File: src/rtl/systolic_result_drain.sv
// systolic_result_drain
//   Consumer end of the systolic datapath's result-read interface. On a drain
//   request it walks the SIZE x SIZE accumulator array in row-major order,
//   drives the read selects, captures each returned sum into a 2-entry output
//   buffer and streams it out on a valid/ready port. The array is held
//   (mac_hold) for the whole drain; done pulses one cycle after the final
//   element has been accepted downstream.
//
//   Optional feature macro: SYSTOLIC_DRAIN_TAG_EN
//     When defined, adds res_row/res_col, carried through the buffer with each
//     element and reporting the (row, col) of res_msg.
//
// Ports
//   clk        clock
//   rst        synchronous reset, active-low
//   start_val  drain request valid
//   start_rdy  drain request ready (high only in IDLE)
//   mac_hold   high while draining; controller keeps mac_en low meanwhile
//   out_en     read enable to the datapath
//   out_rsel   row select to the datapath
//   out_csel   column select to the datapath
//   b_s_in     selected sum from the datapath (combinational, same cycle)
//   res_msg    result data
//   res_val    result valid
//   res_rdy    result ready
//   res_last   marks the element at (SIZE-1, SIZE-1)
//   done       one-cycle pulse at drain completion
//   res_row    (tag build) row of res_msg
//   res_col    (tag build) column of res_msg
module systolic_result_drain #(
  parameter int SIZE  = 4,
  parameter int NBITS = 16
) (
  input  logic                     clk,
  input  logic                     rst,
  input  logic                     start_val,
  output logic                     start_rdy,
  output logic                     mac_hold,
  output logic                     out_en,
  output logic [$clog2(SIZE)-1:0]  out_rsel,
  output logic [$clog2(SIZE)-1:0]  out_csel,
  input  logic [NBITS-1:0]         b_s_in,
  output logic [NBITS-1:0]         res_msg,
  output logic                     res_val,
  input  logic                     res_rdy,
  output logic                     res_last,
`ifdef SYSTOLIC_DRAIN_TAG_EN
  output logic [$clog2(SIZE)-1:0]  res_row,
  output logic [$clog2(SIZE)-1:0]  res_col,
`endif
  output logic                     done
);

  localparam int IW = $clog2(SIZE);
  localparam logic [IW-1:0] IDX_MAX = IW'(SIZE - 1);

  typedef enum logic [1:0] {IDLE, DRAIN, FLUSH} state_t;

  state_t          state, state_nxt;
  logic [IW-1:0]   row_p0, col_p0;
  logic            at_last_p0;
  logic            deq;
  logic            done_p2;

  // Output buffer: entry 0 is the head presented downstream.
  logic [1:0]      cnt_p1;
  logic [NBITS-1:0] msg0_p1, msg1_p1;
  logic            last0_p1, last1_p1;
`ifdef SYSTOLIC_DRAIN_TAG_EN
  logic [IW-1:0]   row0_p1, row1_p1, col0_p1, col1_p1;
`endif

  assign at_last_p0 = (row_p0 == IDX_MAX) && (col_p0 == IDX_MAX);
  assign res_val    = (cnt_p1 != 2'd0);
  assign deq        = res_val && res_rdy;
  assign res_msg    = msg0_p1;
  assign res_last   = last0_p1;
  assign out_rsel   = row_p0;
  assign out_csel   = col_p0;
  assign done       = done_p2;
`ifdef SYSTOLIC_DRAIN_TAG_EN
  assign res_row    = row0_p1;
  assign res_col    = col0_p1;
`endif

  always_ff @(posedge clk) begin
    if (!rst) state <= IDLE;
    else      state <= state_nxt;
  end

  // Issue is gated by the registered buffer count only, so res_rdy never
  // reaches out_en combinationally.
  always_comb begin
    state_nxt = state;
    start_rdy = 1'b0;
    mac_hold  = 1'b0;
    out_en    = 1'b0;
    case (state)
      IDLE: begin
        start_rdy = 1'b1;
        if (start_val) state_nxt = DRAIN;
      end
      DRAIN: begin
        mac_hold = 1'b1;
        if (cnt_p1 < 2'd2) begin
          out_en = 1'b1;
          if (at_last_p0) state_nxt = FLUSH;
        end
      end
      FLUSH: begin
        mac_hold = 1'b1;
        if (deq && last0_p1) state_nxt = IDLE;
      end
      default: state_nxt = IDLE;
    endcase
  end

  // ---- stage p0: row/column walk; selects hold the last index in FLUSH ----
  always_ff @(posedge clk) begin
    if (!rst) begin
      row_p0 <= '0;
      col_p0 <= '0;
    end else begin
      case (state)
        IDLE: begin
          row_p0 <= '0;
          col_p0 <= '0;
        end
        DRAIN: begin
          if (out_en && !at_last_p0) begin
            if (col_p0 == IDX_MAX) begin
              col_p0 <= '0;
              row_p0 <= row_p0 + IW'(1);
            end else begin
              col_p0 <= col_p0 + IW'(1);
            end
          end
        end
        FLUSH: begin
          if (state_nxt == IDLE) begin
            row_p0 <= '0;
            col_p0 <= '0;
          end
        end
        default: begin
          row_p0 <= '0;
          col_p0 <= '0;
        end
      endcase
    end
  end

  // ---- stage p1: 2-entry output buffer ----
  always_ff @(posedge clk) begin
    if (!rst) begin
      cnt_p1   <= 2'd0;
      msg0_p1  <= '0;
      msg1_p1  <= '0;
      last0_p1 <= 1'b0;
      last1_p1 <= 1'b0;
`ifdef SYSTOLIC_DRAIN_TAG_EN
      row0_p1  <= '0;
      row1_p1  <= '0;
      col0_p1  <= '0;
      col1_p1  <= '0;
`endif
    end else begin
      if (out_en && deq) begin
        // Count unchanged; the element behind the head (or the new one) moves up.
        if (cnt_p1 == 2'd1) begin
          msg0_p1  <= b_s_in;
          last0_p1 <= at_last_p0;
`ifdef SYSTOLIC_DRAIN_TAG_EN
          row0_p1  <= row_p0;
          col0_p1  <= col_p0;
`endif
        end else begin
          msg0_p1  <= msg1_p1;
          last0_p1 <= last1_p1;
          msg1_p1  <= b_s_in;
          last1_p1 <= at_last_p0;
`ifdef SYSTOLIC_DRAIN_TAG_EN
          row0_p1  <= row1_p1;
          col0_p1  <= col1_p1;
          row1_p1  <= row_p0;
          col1_p1  <= col_p0;
`endif
        end
      end else if (out_en) begin
        cnt_p1 <= cnt_p1 + 2'd1;
        if (cnt_p1 == 2'd0) begin
          msg0_p1  <= b_s_in;
          last0_p1 <= at_last_p0;
`ifdef SYSTOLIC_DRAIN_TAG_EN
          row0_p1  <= row_p0;
          col0_p1  <= col_p0;
`endif
        end else begin
          msg1_p1  <= b_s_in;
          last1_p1 <= at_last_p0;
`ifdef SYSTOLIC_DRAIN_TAG_EN
          row1_p1  <= row_p0;
          col1_p1  <= col_p0;
`endif
        end
      end else if (deq) begin
        cnt_p1 <= cnt_p1 - 2'd1;
        if (cnt_p1 == 2'd2) begin
          msg0_p1  <= msg1_p1;
          last0_p1 <= last1_p1;
`ifdef SYSTOLIC_DRAIN_TAG_EN
          row0_p1  <= row1_p1;
          col0_p1  <= col1_p1;
`endif
        end
      end
    end
  end

  // ---- stage p2: completion pulse after the last element leaves ----
  always_ff @(posedge clk) begin
    if (!rst) done_p2 <= 1'b0;
    else      done_p2 <= (state == FLUSH) && deq && last0_p1;
  end

endmodule

File: config.mk
export PLATFORM = sky130hd
export DESIGN_NAME = systolic_result_drain
export DESIGN_NICKNAME = d
export VERILOG_FILES = /design/src/rtl/systolic_result_drain.sv
export SDC_FILE = /design/constraint.sdc
export NUM_CORES = 1
export LEC_CHECK = 0
export BUFFER_PORTS_ARGS = -buffer_cell sky130_fd_sc_hd__buf_2
export CAP_MARGIN = 20
export CORE_ASPECT_RATIO = 1.75
export CORE_UTILIZATION = 50
export CTS_BUF_LIST = sky130_fd_sc_hd__clkbuf_8
export DETAILED_ROUTE_END_ITERATION = 12
export GPL_ROUTABILITY_DRIVEN = 1
export PLACE_DENSITY_LB_ADDON = 0.12
export SLEW_MARGIN = 20
export SYNTH_ARGS = -nofsm -noshare
export SYNTH_HDL_FRONTEND = slang
export SYNTH_SLANG_ARGS = --single-unit
File: constraint.sdc
create_clock -name clk -period 3.15 [get_ports clk]
set_input_delay 0.1575 -clock clk [delete_from_list [all_inputs] [get_ports clk]]
set_output_delay 0.1575 -clock clk [all_outputs]
set_load 0.01 [all_outputs]
==> flow_summary.toml, run 1 <==
[cells_and_area]
drive_gt1_share_pct = 24.61
layout_common_cells = "45 x buf_2, 43 x dfxtp_1, 40 x nor2_1, 35 x mux2i_1, 18 x a211oi_1"
fin_util_pct = 62.28
fin_nets = 286
fin_area_mm2 = 0.002431
nFillCells = 373
syn2layout_area_growth_pct = 19.13
final_common_cell = "buf_2"
antenna_cells = 0

[clock_network]
postCtsSetupRepairBufs = 0
cts_buffers = 5
htree_levels = 2
cts.clk_slew.worst_paths_ps = 80
cts_sinks = 43
cts_tree = "yes"
hold_buffers = 0
clk_latency_ps = 290
post_cts_resized = 0
clockBufferDepth = 2
root_buffer = "clkbuf_8"

[floorplanning]
die_h_um = 86.52
start_util_pct = 52.28
design.core.area_mm2 = 0.003904
io_pins = 46
dieArea_mm2 = 0.004351
die_w_um = 50.30
row_count = 30

[global_route]
overflow = 0
antenna_found_initial = 0
grt_pass1_wl_mm = 6.699
grt_pass1_vias = 1497
grt_max_degree = 35
grtUsageTotal_pct = 20.15

[critical_path]
end_kind = "flop"
crit_path_start = "state[1]"
r2r_start = "state[1]"
path_class = "reg -> reg"
cp_max_fo = 34
reg2regPathDepth = 9
startpoint_type = "flop"
required_ps = 3350
rrSetupSlack_ps = 710
crit_arrival_ps = 2640
rr_endpoint = "res_msg[15]"

[timing]
rsz0062_at_grt = "false"
hold_violations = 0
slew_headroom_pct = 57.26
period_needed_ps = 2443
final.setup_skew_ps = 8.895
setup_tns_ps = 0
finalSetupViolations = 0
maxSlewViolCount = 0
worst_pin_slew_ps = 640.4
fmaxAchievable_mhz = 409.4
fin_crit_sh_pct = 77.55

[power_and_ir_drop]
p_leak_nw = 1.219
power_density_mw_per_mm2 = 702.5
ir_drop_mv = 0.5370

[status]
outcome = "completed"

[synth]
yosys.area.top_type_share_pct = 42.18
synthesis.area_mm2 = 0.002041
ys_ff_latch = 43
yosysWarningCount = 0
synth_area_leaders = "dfxtp_1 42%, mux2i_1 17%, nor2_1 7.4%"
yosysTopAreaCell = "dfxtp_1"
syn_avg_cell_area_um2 = 9.626
synthArstFlopShare_pct = 0
yosysSeqAreaShare_pct = 42.18
synthCells = 212
synth-edff-count = 0
ys_types = 38
synth_nets = 243
synth_flop_cell = "dfxtp_1"

[route]
drt_iter0_markers = 30
routed_wl_mm = 4.023
dr.pass1.iters = 4
vias_per_cell = 5.359
wl_per_cell_um = 13.23
drc = 0
drtAntennaViolNets = 0
vias = 1629

[placed_design]
hpwl_mm = 2.959
placed_cell_area_mm2 = 0.002313
gp_congestion = 0.7831
port_buffers = 45

[min_path]
hold-path-endpoint = "msg1_p1[9]"
hp-start = "b_s_in[9]"
hp-class = "in -> reg"
min_path_cells = 3

[flow_run]
cap_violations = 0
==> worst max-delay path by stage <==
stage,end,slack (ps),cells past startpoint
finish,res_msg[15],710,9
global route,res_msg[2],530,9
CTS,res_msg[4],710,9
detailed placement,res_msg[4],730,9
global placement,res_msg[3],760,10
floorplan,res_msg[12],900,10
==> state kept, by name (all words and copies together) (netlist names) <==
name	cells
cnt_p1	2
done	1
last1_p1	1
msg1_p1	16
out_csel	2
out_rsel	2
res_last	1
res_msg	16
state	2
==> cells by family after synthesis <==
| family | count (synthesis) | share of synthesized area (%) |
|---|---|---|
| fa+ha+maj | 11 | 6.744 |
| compound gates | 34 | 13.43 |
| buf+inv | 24 | 5.028 |
| mux | 35 | 17.17 |
| xor+xnor | 1 | 0.4293 |
| flops | 43 | 42.18 |
| simple gates | 64 | 15.02 |
==> report_power, final <==
group | total (W) | internal [W] | switching [W]
clock | 0.000435 | 0.000256 | 0.000179
sequential | 0.000698 | 0.000638 | 0.0000604
combinational | 0.000575 | 0.000259 | 0.000316
==> through the flow <==
step                hold WS (ps)  cells  worst slack [ps]  total power, W
finish                     114.6    304             707.1        0.001708
global route               111.8    304             528.3        0.001813
CTS                        107.3    304             706.3        0.001731
floorplan                  301.4    212             903.3        0.001120
global placement           404.1    295             756.0        0.001281
detailed placement         412.3    296             726.7        0.001291
==> Yosys cell counts (all sizes together), types with 2 or more instances <==
master,instances
inv,11
nand2b,3
buf,6
nor4b,2
nor2b,2
a211oi,18
nor2,40
mux2i,35
ha,11
or4,2
clkbuf,7
o22ai,3
o21a,2
nand2,7
dfxtp,43
==> critical path: stages (launching register included) <==
cell and delay, ps:
dfxtp_1 440, inv_1 90, ha_1 280, nand2b_1 280, inv_2 100, ha_1 240
a221oi_4 270, buf_4 350, nor2_1 70, a211oi_1 210
==> metal layers <==
metal / vias to the layer above / track usage (%) / routed length [um] / share of wire, %
met1: 755 / 21.32 / 1674 / 42
met2: 35 / 37.33 / 2128 / 53
met4: 0 / 10.61 / 103 / 2.6
li1: 832 / - / - / -
met5: - / 0 / 0 / 0
met3: 7 / 2.807 / 117 / 2.9
==> area by class of cell <==
class / instances / area (um2) / share of cell area, %
multi-input cells: 145 / 1089 / 44.78
flip-flops and latches: 43 / 860.8 / 35.41
repair buffers: 49 / 262.8 / 10.81
clock buffers: 6 / 82.58 / 3.397
inverters: 11 / 41.29 / 1.698
clock inverters: 2 / 35.03 / 1.441
well taps: 48 / 60.06 / 2.470
No activity file was read; power rests on OpenSTA's default activity.
==> inputs of run 2 (changes only) <==
- clock period: 3.15 -> 2.5 ns (I/O delays scaled with it)
==> run 2 against run 1 <==
Net effect:
- sequential power up 25%
- first-iteration DRC count is 70% lower
- total power up 27%
- clock skew decreased by 1.3 ps
- via count increased by 0.31%
- global-route usage decreased by 0.78 points
- final cell count is 0.99% higher
- flip-flop and latch count unchanged
- wire length fell by 3.1%
- fmax rose by 8.4%
- critical endpoint is now out_csel[1]
==> flow_summary.toml, run 2 (synthesis results as in run 1) <==
[timing]
finalSetupViolations = 0
slew_headroom_pct = 62.19
hold_violations = 0
maxSlewViolCount = 0
fmaxAchievable_mhz = 443.7
worst_pin_slew_ps = 559.3
rsz0062_at_grt = "false"
setup_tns_ps = 0
period_needed_ps = 2254
fin_crit_sh_pct = 90.14
final.setup_skew_ps = 7.595

[global_route]
antenna_found_initial = 0
overflow = 0
grtUsageTotal_pct = 19.37
grt_max_degree = 23
grt_pass1_wl_mm = 6.541
grt_pass1_vias = 1542

[clock_network]
postCtsSetupRepairBufs = 0
htree_levels = 2
clockBufferDepth = 2
cts.clk_slew.worst_paths_ps = 80
clk_latency_ps = 290
root_buffer = "clkbuf_8"
hold_buffers = 0
post_cts_resized = 0
cts_buffers = 5
cts_sinks = 43
cts_tree = "yes"

[floorplanning]
die_w_um = 50.30
dieArea_mm2 = 0.004351
design.core.area_mm2 = 0.003904
die_h_um = 86.52
start_util_pct = 52.28
row_count = 30
io_pins = 46

[power_and_ir_drop]
power_density_mw_per_mm2 = 880.6
p_leak_nw = 1.243
total_power_w = 0.002176
ir_drop_mv = 0.7490

[route]
drc = 0
wl_per_cell_um = 12.69
vias_per_cell = 5.322
dr.pass1.iters = 4
routed_wl_mm = 3.897
vias = 1634
drt_iter0_markers = 9
drtAntennaViolNets = 0

[critical_path]
reg2regPathDepth = 6
path_cells = "inv_1, ha_1, a211o_1, o2111a_1, or4_4, o32ai_2"
path_class = "reg -> reg"
cp_slowest_stage_delay_ps = 560
required_ps = 2700
cp_max_fo = 6
startpoint_type = "flop"
slowest_stage = "or4_4"
crit_arrival_ps = 2450
end_kind = "flop"

[placed_design]
gp_congestion = 0.8428
port_buffers = 45
hpwl_mm = 2.873

[cells_and_area]
drive_gt1_share_pct = 25.48
fin_nets = 289
final_common_cell = "buf_2"
syn2layout_area_growth_pct = 21.09
layout_common_cells = "45 x buf_2, 43 x dfxtp_1, 40 x nor2_1, 35 x mux2i_1, 18 x a211oi_1"
antenna_cells = 0

[min_path]
hp-class = "in -> reg"
min_path_cells = 3

[flow_run]
cap_violations = 0

[status]
outcome = "completed"
run 2: cell types whose count changed in the layout (fill, tap and decap cells not counted):
cell and delta:
buf_4 +2, buf_8 -1, buf_12 +2
run 2: metal layers:
layer	track usage [%]	part of all wire [%]
met1	22.12	44
met2	34.18	50
met3	3.684	3.8
met4	8.586	1.5
met5	0	0
run 2: worst max-delay path: cells and delay by family (launching register included):
kind / cells / cell delay [ps]
compound gates: 3 / 830
simple gates: 1 / 560
flops: 1 / 440
fa+ha+maj: 1 / 260
buf+inv: 1 / 100
run 2: final timing paths:
path | startpoint | endpoint | slack (ps)
setup / recovery | state[1] | out_csel[1] | 250
hold / removal | b_s_in[9] | msg1_p1[9] | 80
setup reg to reg | state[1] | out_csel[1] | 250
hold reg to reg | res_last | done | 490
run 2: layout make-up:
class	count	area [um2]
fill	359	1433
sequential	43	860.8
timing repair buffer	52	302.8
tap	48	60.06
multi-input combinational	145	1089
clock buffer	6	82.58
clock inverter	2	35.03
inverter	11	41.29
run 2: per-stage QoR:
stage                     util, %  hold slack (ps)  instances  area (um2)  setup slack (ps)
after global routing        63.30            82.08        307        2471             134.5
after detailed placement    60.29            381.0        299        2354             258.4
after floorplan                 -            268.9        212        2041             253.3
after CTS                   63.30            77.85        307        2471             242.7
after global placement      60.29            367.1        299        2354             258.4
final                       63.30            81.06        307        2471             246.4
run 2: power by group:
group | switching [W] | internal, W
clock | 0.000228 | 0.000323
sequential | 0.0000716 | 0.000803
combinational | 0.000398 | 0.000352
total | 0.000698 | 0.00148
